$ cat src/rtl/mem_port_arbiter.sv
// mem_port_arbiter: shares one single-port, word-addressed memory between the
// CPU instruction-fetch port and the CPU data port. One transaction is in
// flight at a time; read data is steered back to the port that issued it
// after RD_LATENCY cycles.
module mem_port_arbiter #(
  parameter int unsigned RD_LATENCY = 1,   // 1..15 cycles, grant edge to m_rdata valid
  parameter bit          DATA_PRIO  = 1'b0 // 0: round-robin, 1: data port always wins
) (
  input  logic        clk,
  input  logic        reset,
  // instruction fetch port (read only)
  input  logic        i_req,
  input  logic [31:0] i_addr,
  output logic        i_gnt,
  output logic        i_rvalid,
  output logic [31:0] i_rdata,
  // data port
  input  logic        d_req,
  input  logic [31:0] d_addr,
  input  logic [31:0] d_wdata,
  input  logic [3:0]  d_we,
  output logic        d_gnt,
  output logic        d_rvalid,
  output logic [31:0] d_rdata,
  // memory macro side
  output logic        m_req,
  output logic [31:0] m_addr,
  output logic [31:0] m_wdata,
  output logic [3:0]  m_we,
  input  logic [31:0] m_rdata
);

  typedef enum logic [1:0] {
    IDLE = 2'd0,
    WAIT = 2'd1,
    RESP = 2'd2
  } state_t;

  // Counter preload on a read grant; WAIT counts it down to 1.
  localparam logic [3:0] LAT_M1 = 4'(RD_LATENCY - 32'd1);
  localparam bit         LAT_ONE = (RD_LATENCY == 32'd1);

  state_t      state_r, state_s;
  logic [3:0]  cnt_r, cnt_s;
  logic        owner_r, owner_s;   // 1: read in flight belongs to the data port
  logic        fav_d_r, fav_d_s;   // 1: data port wins the next tie (round-robin)
  logic        grant_i_s, grant_d_s;
  logic        resp_s;

  // Combinational arbitration: grants only in IDLE and never while reset is high.
  always_comb begin
    grant_i_s = 1'b0;
    grant_d_s = 1'b0;
    if (!reset && (state_r == IDLE)) begin
      if (d_req && (!i_req || DATA_PRIO || fav_d_r)) begin
        grant_d_s = 1'b1;
      end else if (i_req) begin
        grant_i_s = 1'b1;
      end else begin
        grant_i_s = 1'b0;
        grant_d_s = 1'b0;
      end
    end else begin
      grant_i_s = 1'b0;
      grant_d_s = 1'b0;
    end
  end

  assign i_gnt = grant_i_s;
  assign d_gnt = grant_d_s;

  // Drive the memory strobe and access fields from the winning port; idle value is zero.
  always_comb begin
    m_req   = grant_i_s | grant_d_s;
    m_addr  = 32'd0;
    m_wdata = 32'd0;
    m_we    = 4'd0;
    if (grant_d_s) begin
      m_addr  = d_addr;
      m_wdata = d_wdata;
      m_we    = d_we;
    end else if (grant_i_s) begin
      m_addr  = i_addr;   // fetches are always reads with zero write data
    end else begin
      m_addr  = 32'd0;
    end
  end

  // Next-state logic: record read ownership, count out the latency, then respond once.
  always_comb begin
    state_s = state_r;
    cnt_s   = cnt_r;
    owner_s = owner_r;
    fav_d_s = fav_d_r;
    case (state_r)
      IDLE: begin
        if (grant_d_s) begin
          fav_d_s = 1'b0;
          if (d_we == 4'd0) begin
            owner_s = 1'b1;
            cnt_s   = LAT_M1;
            state_s = LAT_ONE ? RESP : WAIT;
          end else begin
            state_s = IDLE;   // writes complete at the grant edge
          end
        end else if (grant_i_s) begin
          fav_d_s = 1'b1;
          owner_s = 1'b0;
          cnt_s   = LAT_M1;
          state_s = LAT_ONE ? RESP : WAIT;
        end else begin
          state_s = IDLE;
        end
      end
      WAIT: begin
        cnt_s = cnt_r - 4'd1;
        if (cnt_r <= 4'd1) begin
          state_s = RESP;
        end else begin
          state_s = WAIT;
        end
      end
      RESP: begin
        state_s = IDLE;
      end
      default: begin
        state_s = IDLE;
        cnt_s   = 4'd0;
      end
    endcase
  end

  // State register; reset abandons any in-flight read and re-favours the fetch port.
  always_ff @(posedge clk) begin
    if (reset) begin
      state_r <= IDLE;
      cnt_r   <= 4'd0;
      owner_r <= 1'b0;
      fav_d_r <= 1'b0;
    end else begin
      state_r <= state_s;
      cnt_r   <= cnt_s;
      owner_r <= owner_s;
      fav_d_r <= fav_d_s;
    end
  end

  // Response steering: only the owner sees rvalid, and rdata is zero whenever rvalid is low.
  always_comb begin
    resp_s   = !reset && (state_r == RESP);
    i_rvalid = resp_s && !owner_r;
    d_rvalid = resp_s && owner_r;
    i_rdata  = 32'd0;
    d_rdata  = 32'd0;
    if (i_rvalid) begin
      i_rdata = m_rdata;
    end else if (d_rvalid) begin
      d_rdata = m_rdata;
    end else begin
      i_rdata = 32'd0;
      d_rdata = 32'd0;
    end
  end

endmodule

$ cat config.mk
export PLATFORM = sky130hd
export DESIGN_NAME = mem_port_arbiter
export DESIGN_NICKNAME = d
export VERILOG_FILES = /design/src/rtl/mem_port_arbiter.sv
export SDC_FILE = /design/constraint.sdc
export NUM_CORES = 1
export LEC_CHECK = 0
export ABC_AREA = 1
export BUFFER_PORTS_ARGS = -buffer_cell sky130_fd_sc_hd__buf_4
export CORE_AREA = 5 5 103 105
export CTS_CLUSTER_DIAMETER = 120
export DETAILED_ROUTE_END_ITERATION = 7
export DIE_AREA = 0 0 108 110
export GPL_TIMING_DRIVEN = 0
export PLACE_DENSITY_LB_ADDON = 0.1
export SLEW_MARGIN = 20
export SYNTH_ARGS = -nofsm -noshare
export SYNTH_HDL_FRONTEND = slang
export SYNTH_SLANG_ARGS = --single-unit
$ cat constraint.sdc
create_clock -name clk -period 2.8 [get_ports clk]
set_input_delay 0 -clock clk [delete_from_list [all_inputs] [get_ports clk]]
set_output_delay 0 -clock clk [all_outputs]
set_load 0.05 [all_outputs]
After elaboration in Yosys (flattened, before gate mapping)
Cells that the tools add are included.
{ "totals": {"regBits": 8, "out_inout_bits": 137, "word_cells": 54} }
{ "classes": {"n_addsub": 1, "n_lt_le_gt_ge": 1, "eq_ne": 5, "mux": 26, "bitwise": 2, "reduce_logical": 15} }
{ "op_table": {"columns": ["op", "count"], "rows": [
  ["$mux W32", 6],
  ["$mux W4", 4],
  ["$pmux W4 S3", 1],
  ["$mux W1", 10],
  ["$mux W2", 4],
  ["$reduce_and A3 Y1", 2],
  ["$logic_and A1 B1 Y1", 5],
  ["$le A4 B1 Y1 const B", 1],
  ["$logic_not A4 Y1", 1],
  ["$pmux W2 S2", 1],
  ["$sub A4 B1 Y4 const B", 1],
  ["$logic_not A1 Y1", 3],
  ["$ne A3 B2 Y1 const B", 1],
  ["$ne A3 B3 Y1 const B", 1],
  ["$eq A2 B1 Y1 const B", 1],
  ["$eq A2 B2 Y1 const B", 1],
  ["$logic_not A2 Y1", 1],
  ["$ne A2 B1 Y1 const B", 1],
  ["$reduce_and A2 Y1", 1],
  ["$reduce_bool A2 Y1", 1],
  ["$logic_or A1 B1 Y1", 1],
  ["$not A1 Y1", 1],
  ["$or A1 B1 Y1", 1]
]} }

Logic depth before layout (Yosys ltp)
Gate-level depths: netlist of the first run.
{ "depth": {"word_depth": 8, "ltp_mapped": 9, "ltp_nobuf": 9} }

Worst setup path before layout of the first run
OpenSTA, ideal clock, no wires.
{ "synth_path": {"kind": "reg-to-output", "from": "register state_r[1]", "to": "output port i_rdata[10]", "arrival_ps": 2024, "required_ps": 2800, "setup_slack_ps": 776, "stages_incl_launch_ff": 8, "n_path_buf": 1, "path_cell_list": "dfxtp_1 -> inv_1 -> nor2_2 -> nand2_1 -> nor2_2 -> inv_2 -> buf_6 -> nor2_1"} }
{ "synth_via": {"elab_chain_len": 4} }
{ "synth_lines": {"columns": ["item", "line_no", "text"], "rows": [
  ["start, declared", "43", "state_t state_r, state_s;"],
  ["start signal, assigned", "141", "state_r <= state_s;"],
  ["$eq A2 B2 Y1", "150", "resp_s = !reset && (state_r == RESP);"],
  ["$logic_and A1 B1 Y1", "150", null],
  ["$logic_and A1 B1 Y1", "151", "i_rvalid = resp_s && !owner_r;"],
  ["named net i_rvalid", "15", "output logic i_rvalid,"],
  ["$mux W32", "155", "if (i_rvalid) begin"],
  ["end, declared", "16", "output logic [31:0] i_rdata,"]
]} }
The timed path passes the listed nets, and every way through them passes these cells.

Worst setup path after layout of the first run
{ "layout_path": {"from": "register state_r[1]", "to": "output port d_rdata[6]"} }
{ "layout_via": {"elab_chain_len": 5} }
{ "layout_lines": {"columns": ["item", "line_no", "text"], "rows": [
  ["$eq A2 B2 Y1 (*)", "150", null],
  ["$logic_and A1 B1 Y1 (*)", "150", null],
  ["$logic_and A1 B1 Y1", "152", "d_rvalid = resp_s && owner_r;"],
  ["$mux W32", "157", "end else if (d_rvalid) begin"],
  ["$mux W32 (*)", "155", null],
  ["end, declared", "24", "output logic [31:0] d_rdata,"]
]} }
Mark *: on every way between the ends. The rest lies on a longest branch, timed or not.

==> flow_summary.toml, run 1 <==
[worst_setup_path]
r2r_cells = 6
r2r-end = "state_r[1]"
arrival_ns = 1.64
crit_type = "register to output pin"
r2r_slack_ns = 1.57
cp_data_required_time_ns = 2.80
timing.rr.start = "cnt_r[0]"
crit_path_end_kind = "output pin"
cp-start-kind = "register"
critical_path_peak_fanout = 10

[clock_tree]
postCtsSetupBuffers = 0
cts_sinks = 8
cts-root-buf = "clkbuf_8"
cts_resized = 0
htreeDepth = 1
clockBufferDepth = 2
cts_tree = "done"
cts_made_buffers = 3
hold_buffers = 0
clkTransAtPathRegs_ns = 0.04
clk_latency_ns = 0.23

[logic_synthesis]
synth_nets = 424
synth_cells = 286
yosysUniqueCellTypes = 27
synth_seq_cells = 8
synth_warnings = 0
synth_seq_area_share_pct = 8.791
syn_avg_cell_area_um2 = 6.370
netlist_area_um2 = 1822

[sta]
period_needed_ns = 1.640
rsz0062_at_grt = "false"
fin_ws_ns = 1.160
tns_ns = 0
slew_viol_final = 0
hold_ws_ns = 0.009787
fin_crit_sh_pct = 58.57
finalHoldViolCount = 0
setup-violations-final = 0
max_freq_ghz = 0.6098
worstMarginPinSlew_ns = 0.3537
relSlewSlack_pct = 76.33
fin_worst_skew_ns = 0.006151

[floorplanning]
rows = 36
floorplan.initialDensity_pct = 19.08
dieArea_um2 = 11880
io-pin-count = 273
die_w_um = 108
core_area_um2 = 9549
chipHeight_um = 110

[power]
power.density_nw_per_um2 = 234.9
ir_drop_mv = 0.1272
power_mw = 0.9548
p_leak_nw = 2.437

[min_path]
worstHoldStart = "reset"
hold_path_class = "primary input to register"
holdPathStages = 2
min_to = "cnt_r[3]"

[global_routing]
grt_max_degree = 11
grt_pass1_vias = 2633
grt_overflow_total = 0
grt_use_total_pct = 14.03
antenna_found_initial = 0
grt_pass1_wl_um = 13290

[placement]
dp.cells = 690
hpwlAfterDp_um = 8316
placed_cell_area_um2 = 4023
place_congestion = 0.7446
preCtsSetupSlack_ns = 1.357
port_buffers = 271

[route]
drc = 0
wl_um = 9186
vias = 2692
first_pass_iters = 4
postRouteAntennaNets = 0
vias_per_cell = 3.885
wl_per_cell_um = 13.26
drtIter0Drc = 84

[cells_and_area]
stdcell_area_um2 = 4064
stdcell_count = 693
layout.nets = 700
drive_gt1_share_pct = 60.00
fillers = 1027
syn2layout_area_growth_pct = 123.1
antenna-diode-count = 0
post-route-util_pct = 42.56

[outcome]
outcome = "completed"

[run]
maxCapViolCount = 0
[Yosys cell counts]
cell | instances | area [um^2]
inv_4 | 2 | 12.51
nor2_2 | 3 | 18.77
buf_2 | 3 | 15.01
a211oi_2 | 1 | 12.51
nand2_4 | 2 | 22.52
nand4_1 | 1 | 6.260
a22o_1 | 32 | 280.3
a21oi_1 | 6 | 30.03
dfxtp_1 | 8 | 160.2
nor2_4 | 30 | 337.8
nand2_1 | 14 | 52.55
buf_4 | 4 | 30.03
nor2_8 | 1 | 20.02
nor4_1 | 1 | 6.260
xor2_1 | 1 | 8.760
o211ai_1 | 1 | 7.510
a31o_2 | 1 | 8.760
nand3_1 | 4 | 20.02
inv_1 | 80 | 300.3
a21oi_2 | 1 | 8.760
nor2_1 | 73 | 274.0
buf_12 | 3 | 60.06
nand2_2 | 2 | 12.51
nor3_1 | 1 | 5.000
ha_1 | 2 | 25.02
buf_6 | 7 | 78.83
inv_2 | 2 | 7.510
[cell families (layout without fill, tap and decap cells)]
logic type / Yosys count / in the layout / share of synthesized area [%]
and+or+nand+nor: 132 / 132 / 42.58
xor gates and xnor gates: 1 / 1 / 0.4809
buffers and inverters: 101 / 375 / 27.68
AOI/OAI and AO/OA: 42 / 42 / 19.09
DFF: 8 / 8 / 8.791
adders and majority gates: 2 / 2 / 1.373
[placed cells by master, fill, tap and decap left out, drive strengths merged]
cell	instances
dfxtp	8
nor2	107
nand2	18
a211oi	1
nor3	1
o211ai	1
a31o	1
xor2	1
a22o	32
nand3	4
nand4	1
buf	288
a21oi	7
inv	84
clkbuf	3
ha	2
nor4	1
[metal layers]
metal | part of all wire (%) | up-vias | wire, um | track usage (%)
met4 | 0.22 | 0 | 20 | 1.082
met1 | 32 | 1180 | 2977 | 14.38
met5 | 0 | - | 0 | 0
met2 | 59 | 110 | 5444 | 29.04
met3 | 8.1 | 4 | 744 | 3.960
li1 | - | 1398 | - | -
[worst max-delay path: stages, from the launching register on]
cell	delay, ns
dfxtp_1	0.37
inv_1	0.06
nor2_2	0.15
nand3_1	0.22
buf_2	0.26
nor2_1	0.12
buf_4	0.22
[final cells by class]
cell class	instances	area, um^2	share of cell area [%]
buffer	17	183.9	4.526
sequential	8	160.2	3.941
inverter	84	320.3	7.882
clock buffer	3	41.29	1.016
timing repair buffer	271	2034	50.06
tap	133	166.4	4.095
multi-input combinational	177	1157	28.48
[state kept, by name (all words and copies together), names as in the netlist]
register,flops
cnt_r,4
state_r,2
fav_d_r,1
owner_r,1
[how the worst max path moves through the flow]
stage,from,endpoint,slack (ns)
final,state_r[1],d_rdata[6],1.16
after floorplan,state_r[1],i_rdata[10],0.78
after detailed placement,state_r[1],d_rdata[6],1.36
after global placement,state_r[0],m_addr[8],1.42
after global routing,state_r[1],d_rdata[6],0.93
after CTS,state_r[1],d_rdata[6],1.11
[power by group]
part           internal [mW]  switching (mW)  total, mW
registers              0.118         0.00306      0.121
clock network         0.0932          0.0461      0.139
logic                  0.278           0.417      0.694
total                  0.489           0.466      0.955
Power figures use the tool's default switching activity.
==> run 2, diff against run 1 <==
--- a/config.mk
+++ b/config.mk
@@ -7,10 +7,10 @@
 export LEC_CHECK = 0
 export ABC_AREA = 1
 export BUFFER_PORTS_ARGS = -buffer_cell sky130_fd_sc_hd__buf_4
-export CORE_AREA = 5 5 103 105
+export CORE_AREA = 5 5 102 104
 export CTS_CLUSTER_DIAMETER = 120
 export DETAILED_ROUTE_END_ITERATION = 7
-export DIE_AREA = 0 0 108 110
+export DIE_AREA = 0 0 107 109
 export GPL_TIMING_DRIVEN = 0
 export PLACE_DENSITY_LB_ADDON = 0.1
 export SLEW_MARGIN = 20
==> constraint.sdc (replaced) <==
create_clock -name clk -period 1.52 [get_ports clk]
set_input_delay 0 -clock clk [delete_from_list [all_inputs] [get_ports clk]]
set_output_delay 0 -clock clk [all_outputs]
set_load 0.05 [all_outputs]
==> run 2 against run 1 <==
The run now ends with setup timing left; cell count fell by 1.4%; routed wire length rose by 3.2%; power rose by 100%; worst hold slack got worse by 0.0030 ns; register-to-register slack got worse by 1.4 ns; die area fell by 1.8%; sequential cell count did not move; critical path depth rose by 2; clock skew fell by 0.0042 ns; critical path type unchanged.
==> flow_summary.toml, run 2 (synthesis gave the netlist of run 1 again) <==
[route]
first_pass_iters = 4
drtIter0Drc = 129
dr_wl_met3_um = 825
vias = 2762
met2_length_um = 5704
wl_per_cell_um = 13.88
drc = 0
wl_met1_um = 2733
postRouteAntennaNets = 0
wl_um = 9478
vias_per_cell = 4.044
routed.top_layer = "met4"

[floorplanning]
die_w_um = 107
core_area_um2 = 9459
dieArea_um2 = 11660
rows = 36
io-pin-count = 273
floorplan.initialDensity_pct = 19.26
chipHeight_um = 109

[global_routing]
grt_pass1_wl_um = 13490
grt_overflow_total = 0
grt_pass1_vias = 2768
antenna_found_initial = 0
grt_use_total_pct = 14.44
grt_max_degree = 11

[sta]
finalHoldViolCount = 0
setup-violations-final = 8
rsz0062_at_grt = "true"
max_freq_ghz = 0.6536
fin_crit_sh_pct = 100.7
period_needed_ns = 1.530
slew_viol_final = 0
fin_ws_ns = -0.009986
relSlewSlack_pct = 77.97
worstMarginPinSlew_ns = 0.3292
fin_worst_skew_ns = 0.001996
tns_ns = -0.04024

[worst_setup_path]
cpPeakStageDelay_ns = 0.38
path_buf_inv = 4
cp_top_family = "buffers and inverters"
critical_path_peak_fanout = 9
path_cells = "nor2_4, nand2_4, inv_4, nand2_4, clkinv_8, clkbuf_16, a22o_1, buf_4"
cp_slowest_cell = "dfxtp_2"
arrival_ns = 1.53
r2r_slack_ns = 0.15
crit_start = "state_r[0]"
timing.rr.start = "state_r[0]"
crit_path_end_kind = "output pin"
r2r_cells = 9
crit_type = "register to output pin"
cp_data_required_time_ns = 1.52
path_common_cell = "nand2_4"
cp-start-kind = "register"
r2r-end = "fav_d_r"

[power]
p_sw_share_pct = 47.81
switching_power_mw = 0.9279
intPower_mw = 1.013
ir_drop_mv = 0.2190
p_clk_share_pct = 13.2
power.density_nw_per_um2 = 405.2
p_leak_nw = 2.601
p_comb_share_pct = 75.3
seqPwrFrac_pct = 11.6

[clock_tree]
cts_sinks = 8
cts_made_buffers = 3
hold_buffers = 0
htreeDepth = 1
cts-root-buf = "clkbuf_8"
clk_latency_ns = 0.23
clkTransAtPathRegs_ns = 0.04
clockBufferDepth = 2
cts_tree = "done"

[min_path]
hold_path_class = "primary input to register"
min_to = "state_r[1]"
worstHoldStart = "reset"
holdPathStages = 2

[outcome]
violations = "setup timing"
outcome = "complete, but fails checks"

[run]
maxCapViolCount = 0

[placement]
placed_cell_area_um2 = 4156
preCtsSetupSlack_ns = 0.1026
port_buffers = 271
place_congestion = 0.7573
hpwlAfterDp_um = 8153

[cells_and_area]
top_regs = "cnt_r x4, state_r x2"
syn2layout_area_growth_pct = 162.9
largest-register = "cnt_r"
fillers = 896
post-route-util_pct = 50.63
layout.nets = 709
drive_gt1_share_pct = 73.11
stdcell_area_um2 = 4790
largest_reg_flops = 4
mostFrequentLayoutCells = "buf_4 (197), buf_6 (84), inv_1 (79), nor2_2 (58), nor2_4 (40)"
final_common_cell = "buf_4"
antenna-diode-count = 0
-- run 2: cell count changes in the layout (fill, tap and decap cells not counted), moves of 2 or more --
| cell | change |
|---|---|
| nand2_1 | -2 |
| dfxtp_1 | -2 |
| buf_8 | +9 |
| buf_6 | +77 |
| buf_4 | -78 |
| buf_2 | -3 |
| nor2_1 | -65 |
| clkbuf_16 | +2 |
| nor2_2 | +55 |
| nor2_4 | +10 |
-- run 2: cell type report --
cell class / count / area (um^2) / area share (%)
inverter: 84 / 332.8 / 6.949
tap: 114 / 142.6 / 2.978
multi-input combinational: 177 / 1385 / 28.92
clock buffer: 3 / 41.29 / 0.8621
timing repair buffer: 280 / 2477 / 51.72
sequential: 8 / 165.2 / 3.448
buffer: 17 / 245.2 / 5.120
-- run 2: worst reg2reg max path: cells and delay by family, from the launching register on --
family	cells	cell delay (ns)
buffers and inverters	5	0.48
and+or+nand+nor	3	0.26
DFF	1	0.38
AOI/OAI and AO/OA	1	0.15
-- run 2: worst max path at each step --
stage | endpoint | slack, ns | depth (start not counted)
2_1_floorplan | i_rdata[10] | -0.12 | 7
3_3_place_gp | d_rdata[4] | 0.10 | 6
3_5_place_dp | d_rdata[4] | 0.10 | 6
4_1_cts | m_addr[7] | -0.004 | 8
5_1_grt | m_addr[0] | -0.07 | 8
6_report | m_addr[11] | -0.01 | 8
-- run 2: repair_timing --
action                     in CTS  in global routing
pin swaps                       3                  7
setup endpoints to repair     119                124
gates cloned                    1                  2
buffers inserted                2                  4
resized for setup              93                 33
-- run 2: power groups by stage --
stage	combinational [mW]	sequential, mW	clock [mW]
5_1_grt	1.54	0.225	0.280
3_3_place_gp	1.31	0.227	0
6_report	1.46	0.224	0.255
3_5_place_dp	1.32	0.227	0
4_1_cts	1.41	0.225	0.269
2_1_floorplan	0.806	0.226	0
-- run 2: routing by layer --
layer  GRT usage, %  up-vias
met5              0        -
met3          4.559       14
met2          30.53      135
li1               -     1414
met1          13.02     1199
met4          3.562        0
-- run 2: through the flow --
step,power [mW],instances,hold slack (ns)
final,1.941,683,0.006754
after detailed placement,1.547,671,0.2539
after global routing,2.040,683,0.007472
after CTS,1.907,677,0.004161
after floorplan,1.032,286,0.1555
after global placement,1.538,671,0.2519
